## src/rtl/iob_uart_rx_fc.sv

```systemverilog
// ---------------------------------------------------------------------------
// iob_uart_rx_fc
//   8N1 UART receiver with a small receive FIFO and RTS flow control.
//
//   Receive path: rxd_i -> 2-flop synchronizer -> falling-edge start
//   detection -> mid-bit sampling FSM -> FIFO.  rts_o tells the peer to
//   stop sending while the FIFO still has headroom for in-flight bytes.
//
// Ports
//   clk_i          system clock, rising edge
//   cke_i          clock enable; when 0 all state holds
//   arst_i         asynchronous active-high reset
//   rxd_i          asynchronous serial input, idle high
//   rts_o          request-to-send (1 = peer may transmit), registered
//   data_o         byte at the FIFO head
//   valid_o        FIFO not empty
//   ready_i        consumer pops the head when valid_o & ready_i
//   frame_err_o    one-cycle pulse when a stop bit is sampled 0
//   overrun_err_o  one-cycle pulse when a byte is dropped on a full FIFO
//
// Handshake: a pop happens on a rising clk_i edge where cke_i, valid_o and
// ready_i are all 1; ready_i while valid_o = 0 has no effect.
// ---------------------------------------------------------------------------
module iob_uart_rx_fc #(
    parameter int FREQ   = 100000000,
    parameter int BAUD   = 115200,
    parameter int FIFO_W = 4
) (
    input  logic       clk_i,
    input  logic       cke_i,
    input  logic       arst_i,
    input  logic       rxd_i,
    output logic       rts_o,
    output logic [7:0] data_o,
    output logic       valid_o,
    input  logic       ready_i,
    output logic       frame_err_o,
    output logic       overrun_err_o
);

    localparam int DIV   = FREQ / BAUD;
    localparam int DEPTH = 2 ** FIFO_W;
    localparam int CNT_W = $clog2(DIV);

    localparam logic [CNT_W-1:0] HALF_LOAD = CNT_W'(DIV / 2 - 1);
    localparam logic [CNT_W-1:0] BIT_LOAD  = CNT_W'(DIV - 1);
    localparam logic [FIFO_W:0]  FULL_LVL  = (FIFO_W + 1)'(DEPTH);
    localparam logic [FIFO_W:0]  RTS_MAX   = (FIFO_W + 1)'(DEPTH - 3);

    typedef enum logic [2:0] {
        S_IDLE,
        S_START,
        S_DATA,
        S_STOP,
        S_BREAK
    } state_t;

    // Synchronizer and edge detect
    logic rx_meta;
    logic rx;
    logic rx_d;

    // Receive FSM
    state_t           state;
    state_t           state_n;
    logic [CNT_W-1:0] cnt;
    logic [CNT_W-1:0] cnt_n;
    logic [2:0]       bit_idx;
    logic [2:0]       bit_idx_n;
    logic [7:0]       shreg;
    logic [7:0]       shreg_n;
    logic             push;
    logic             frame_ev;

    // FIFO
    logic [7:0]    mem [DEPTH];
    logic [FIFO_W:0] wptr;
    logic [FIFO_W:0] rptr;
    logic [FIFO_W:0] level;
    logic            full;
    logic            pop;
    logic            do_push;
    logic            overrun_ev;

    // -----------------------------------------------------------------------
    // Next-state logic.  The counter is loaded with N-1 on entry to a phase
    // and the sample is taken on the edge where it reads 0, so a load of
    // DIV/2-1 at cycle t samples at t+DIV/2.
    // -----------------------------------------------------------------------
    always_comb begin
        state_n   = state;
        cnt_n     = cnt;
        bit_idx_n = bit_idx;
        shreg_n   = shreg;
        push      = 1'b0;
        frame_ev  = 1'b0;

        case (state)
            S_IDLE: begin
                if (rx_d && !rx) begin
                    state_n = S_START;
                    cnt_n   = HALF_LOAD;
                end
            end

            S_START: begin
                if (cnt == '0) begin
                    if (rx) begin
                        // Low pulse shorter than half a bit: treat as glitch.
                        state_n = S_IDLE;
                    end else begin
                        state_n   = S_DATA;
                        cnt_n     = BIT_LOAD;
                        bit_idx_n = 3'd0;
                    end
                end else begin
                    cnt_n = cnt - 1'b1;
                end
            end

            S_DATA: begin
                if (cnt == '0) begin
                    // LSB arrives first, so shift in from the top.
                    shreg_n = {rx, shreg[7:1]};
                    cnt_n   = BIT_LOAD;
                    if (bit_idx == 3'd7) begin
                        state_n = S_STOP;
                    end else begin
                        bit_idx_n = bit_idx + 3'd1;
                    end
                end else begin
                    cnt_n = cnt - 1'b1;
                end
            end

            S_STOP: begin
                if (cnt == '0) begin
                    if (rx) begin
                        push    = 1'b1;
                        state_n = S_IDLE;
                    end else begin
                        frame_ev = 1'b1;
                        state_n  = S_BREAK;
                    end
                end else begin
                    cnt_n = cnt - 1'b1;
                end
            end

            S_BREAK: begin
                // A held-low line must return high before a new start counts.
                if (rx) begin
                    state_n = S_IDLE;
                end
            end

            default: begin
                state_n = S_IDLE;
            end
        endcase
    end

    // -----------------------------------------------------------------------
    // FIFO control.  A same-cycle pop frees the slot the push needs, so a
    // full FIFO only overruns when nothing is popped.
    // -----------------------------------------------------------------------
    assign level      = wptr - rptr;
    assign full       = (level == FULL_LVL);
    assign valid_o    = (wptr != rptr);
    assign pop        = valid_o & ready_i;
    assign do_push    = push & (~full | pop);
    assign overrun_ev = push & full & ~pop;
    assign data_o     = mem[rptr[FIFO_W-1:0]];

    // -----------------------------------------------------------------------
    // Sequential state
    // -----------------------------------------------------------------------
    always_ff @(posedge clk_i or posedge arst_i) begin
        if (arst_i) begin
            rx_meta       <= 1'b1;
            rx            <= 1'b1;
            rx_d          <= 1'b1;
            state         <= S_IDLE;
            cnt           <= '0;
            bit_idx       <= 3'd0;
            shreg         <= 8'd0;
            wptr          <= '0;
            rptr          <= '0;
            rts_o         <= 1'b0;
            frame_err_o   <= 1'b0;
            overrun_err_o <= 1'b0;
        end else if (cke_i) begin
            rx_meta       <= rxd_i;
            rx            <= rx_meta;
            rx_d          <= rx;
            state         <= state_n;
            cnt           <= cnt_n;
            bit_idx       <= bit_idx_n;
            shreg         <= shreg_n;
            if (do_push) begin
                wptr <= wptr + 1'b1;
            end
            if (pop) begin
                rptr <= rptr + 1'b1;
            end
            rts_o         <= (level <= RTS_MAX);
            frame_err_o   <= frame_ev;
            overrun_err_o <= overrun_ev;
        end
    end

    // Storage is reset so data_o reads 0 out of reset.
    always_ff @(posedge clk_i or posedge arst_i) begin
        if (arst_i) begin
            for (int i = 0; i < DEPTH; i++) begin
                mem[i] <= 8'd0;
            end
        end else if (cke_i && do_push) begin
            mem[wptr[FIFO_W-1:0]] <= shreg;
        end
    end

endmodule

```

## config.mk

```make
export PLATFORM = sky130hd
export DESIGN_NAME = iob_uart_rx_fc
export DESIGN_NICKNAME = d
export VERILOG_FILES = /design/src/rtl/iob_uart_rx_fc.sv
export SDC_FILE = /design/constraint.sdc
export NUM_CORES = 1
export LEC_CHECK = 0
export ABC_AREA = 1
export BUFFER_PORTS_ARGS = -buffer_cell sky130_fd_sc_hd__buf_2
export CORE_MARGIN = 2
export CORE_UTILIZATION = 46
export CTS_CLUSTER_DIAMETER = 150
export CTS_CLUSTER_SIZE = 16
export DETAILED_ROUTE_END_ITERATION = 6
export PLACE_DENSITY = 0.71
export SLEW_MARGIN = 25
export SYNTH_ARGS = -nofsm -noshare
export SYNTH_HDL_FRONTEND = slang
export SYNTH_SLANG_ARGS = --single-unit
```

## constraint.sdc

```tcl
create_clock -name clk_i -period 4.4 [get_ports clk_i]
set_clock_uncertainty 0.05 [all_clocks]
set_input_delay 0.22 -clock clk_i [delete_from_list [all_inputs] [get_ports clk_i]]
set_output_delay 0.22 -clock clk_i [all_outputs]
set_load 0.1 [all_outputs]
```

==> metrics.md <==
| Metric | Value |
|---|---|
| Num CTS Buffers | 17 |
| Critical path depth | 11 |
| Routed Wire Length | 24300 um |
| Max Cap Violations | 0 |
| Critical path's slowest cell | nand3_4 |
| Hold_sp | cke_i |
| Fill count | roughly 1900 |
| Via/cell ratio | 5.72 |
| Grt total ovfl | 0 |
| WHS Path Cells | 3 |
| Tot GR Track Use | between 20% and 30% |
| Distinct cells, synth | 34 |
| Syn Inst Count | between 1000 and 1500 |
| Crit Path Class | flop to flop |
| Status | completed |
| Final #Nets | 1136 |
| Pre-antenna DRT Iters | 6 |
| Layout cells sized above 1 | 7.96% |
| Dpl cell area | 9200 um^2 |
| Largest net degree at the start of global routing | between 100 and 150 |
| Worst Path Buf+Inv | 2 |
| Later-pin clock latency in the skew report | 0.44 ns |
| Period minus WS final | 3.24 ns |
| Final max-slew violation count | 0 |
| CP required | 4.71 ns |
| CP most frequent cell | nand2_1 |
| Setup crit start | rptr[2]$_DFFE_PP0P_ |
| Cell area after synthesis | 9170 um^2 |
| CP max stage delay | 0.63 ns |
| Leak pwr | slightly below 0.005 uW |
| Syn nets | about 1200 |
| Boundary pin count | 17 |
| Cell row count | 51 |
| Slew of the pin with the lowest slew margin | roughly 1.0 ns |
| Cell area power density | 578 nW/um^2 |
| Post-route antenna net violation count | 0 |
| Initial Util | 47.0% |
| Initial antenna violation count | 0 |
| Synth warn | 0 |
| Max Clk Rate | approximately 310 MHz |
| IO Port Bufs | 16 |
| Final hold vios | 0 |
| Core area | just under 20000 um^2 |
| Crit-path cells | inv_2, ha_1, nand2_1, nor2_1, nand2_1, a21oi_4, nand3_4, buf_4, nand3_4, nand2_1, nand2_1 |
| DP HPWL | 15200 um |
| Final setup viols | 0 |
| Wire length per cell | 17.4 um |
| Cells on worst reg2reg path | 11 |
| CTS sink cnt | 168 |
| Vias in the first global route | between 7000 and 8000 |
| CTS tree | built |
| Max H-tree Level | 4 |
| Worst reg2reg path startpoint | rptr[2]$_DFFE_PP0P_ |
| Worst VDD drop | 338 uV |
| Worst-path clk slew | 0.06 ns |
| Yosys reg bits | roughly 170 |
| Die X | 145 um |
| Via count | 7986 |
| Postcts setup bufs | 0 |
| Crit-path max FO | 69 |
| Layout area overhead | 7.09% |
| DRT iter0 DRCs | 770 |
| Post-synthesis sequential area ratio | ~46% |
| Setup TNS | 0 ns |
| Hold Path Class | input pin to flop |
| Slew HR | 30.9% |
| Pre-CTS setup slack | around 1.2 ns |
| Crit path DAT | 3.55 ns |
| Part of the cycle the worst path needs | 73.7% |
| Maximum clock path buffer count | 2 |
| Die Ht | 145 um |
| CP delay by family, top | simple AND/OR/NAND/NOR gates |
| Finished Cell Area | 9820 um^2 |
| Setup slack after layout | between 1 and 1.5 ns |
| Power, Total | 5680 uW |
| N_diodes | 0 |
| CTS root buffer | clkbuf_16 |
| RSZ-0062 raised after global routing | no |
| Die area | 21100 um^2 |
| Routability Congestion | 0.826 |
| Global-route wire length before repair | 40500 um |
| Startpoint types | flop |
| CP Capture Type | flop |
| DRC | 0 |
| Mean Syn Cell Area | 8.04 um^2 |
timing repair:
item,CTS,global route
hold buffers,2,0
gates resized for setup,0,0
hold endpoints to repair,30,0
worst min-delay path: stages:
cell	delay, ns
buf_2	0.18
nand2_1	0.08
nand2_1	0.05
placed cells by master (no fill, tap or decap), types with 2 or more instances in the layout:
cell type        n
buf_12           4
nand3_4         13
nand2_1        369
ha_1            13
nand3_2          2
a21oi_1          7
dfstp_2          3
nor2_2           2
inv_1           43
inv_2            7
bufinv_16        3
clkbuf_1         4
o211ai_1        10
o22ai_1         16
xor2_1           9
dlygate4sd3_1    2
buf_4            7
o21ai_0         86
nand3_1         51
o221ai_1         6
dfrtp_1        164
nand4_1        134
clkbuf_8         3
clkinv_2         3
clkinvlp_4       2
or2_2            2
clkbuf_16       17
buf_2           16
nor2_1         117
nor3_1           2
o31ai_1          2
metrics by stage:
step                      std cells  hold WS [ns]  util (%)
after floorplan                1141         0.265         -
after global placement         1361         0.300      47.1
after detailed placement       1361         0.303      47.1
after CTS                      1395        0.0314      50.3
after global routing           1395        0.0694      50.3
final                          1395        0.0439      50.3
path summary, 6_finish.rpt:
kind	end	slack, ns
max	mem[28]$_DFFE_PP0P_	1.16
min	rx_meta$_DFFE_PP1P_	0.04
max reg2reg	mem[28]$_DFFE_PP0P_	1.16
min reg2reg	mem[117]$_DFFE_PP0P_	0.42
max in group asynchronous	rptr[0]$_DFFE_PP0P_	2.76
min in group asynchronous	mem[122]$_DFFE_PP0P_	0.37
layer usage:
metal  vias to the layer above  GRT usage (%)  wire, um  part of all wire (%)
met3                        51           4.25      1570                   6.5
met4                         0           8.68       626                   2.6
met1                      3825           34.0     10900                    45
met5                         -              0         0                     0
met2                       286           36.6     11200                    46
li1                       3824              -         -                     -
synth_stat cells:
cell | n | area [um^2]
buf_1 | 6 | 22.5
inv_2 | 7 | 26.3
buf_8 | 2 | 30.0
xor2_1 | 9 | 78.8
nor2_2 | 2 | 12.5
o21ai_0 | 86 | 430
o22ai_1 | 16 | 100
o221ai_1 | 6 | 52.6
inv_1 | 45 | 169
a21oi_4 | 1 | 16.3
a21o_1 | 1 | 7.51
nor2_8 | 1 | 20.0
ha_1 | 13 | 163
o211ai_1 | 10 | 75.1
nand2_1 | 369 | 1390
nand3b_1 | 1 | 7.51
or2_2 | 2 | 12.5
buf_2 | 3 | 15.0
nor3_1 | 2 | 10.0
nand3_2 | 2 | 20.0
nand2_2 | 1 | 6.26
fa_1 | 1 | 20.0
dfrtp_1 | 165 | 4130
nand3_1 | 51 | 255
a22oi_1 | 1 | 7.51
o31ai_1 | 2 | 15.0
nand4_1 | 134 | 838
buf_6 | 30 | 338
nand3_4 | 13 | 228
dfstp_2 | 3 | 78.8
clkbuf_1 | 31 | 116
a21oi_1 | 7 | 35.0
nor2_1 | 117 | 439
nor2_4 | 1 | 11.3
flip-flops by register name, indices dropped and copies added, names as in the netlist, 3 cells and up:
signal   count
shreg        8
rptr         5
wptr         5
mem        128
state        3
cnt         10
bit_idx      3
cells by family (layout without fill, tap and decap cells):
family | after synthesis | count (layout) | share of synthesized area (%)
and+or+nand+nor | 696 | 696 | 35.4
DFF | 168 | 168 | 45.9
AOI/OAI and AO/OA | 130 | 130 | 8.06
buffers and inverters | 124 | 113 | 7.82
adders and majority gates | 14 | 14 | 1.99
xor gates and xnor gates | 9 | 9 | 0.860
power breakdown:
part / switching (uW) / internal [uW]
Clock: 619 / 937
Combinational: 1800 / 582
Sequential: 107 / 1630
final cells by class:
| type | instances | area, um^2 | area share, % |
|---|---|---|---|
| clock buffers | 24 | 482 | 4.90 |
| clock inverters | 8 | 121 | 1.24 |
| inverters | 52 | 199 | 2.03 |
| multi-input cells | 849 | 4250 | 43.2 |
| flip-flops and latches | 168 | 4210 | 42.9 |
| well taps | 265 | 332 | 3.38 |
| repair buffers | 29 | 233 | 2.37 |
Power figures use the tool's default switching activity.
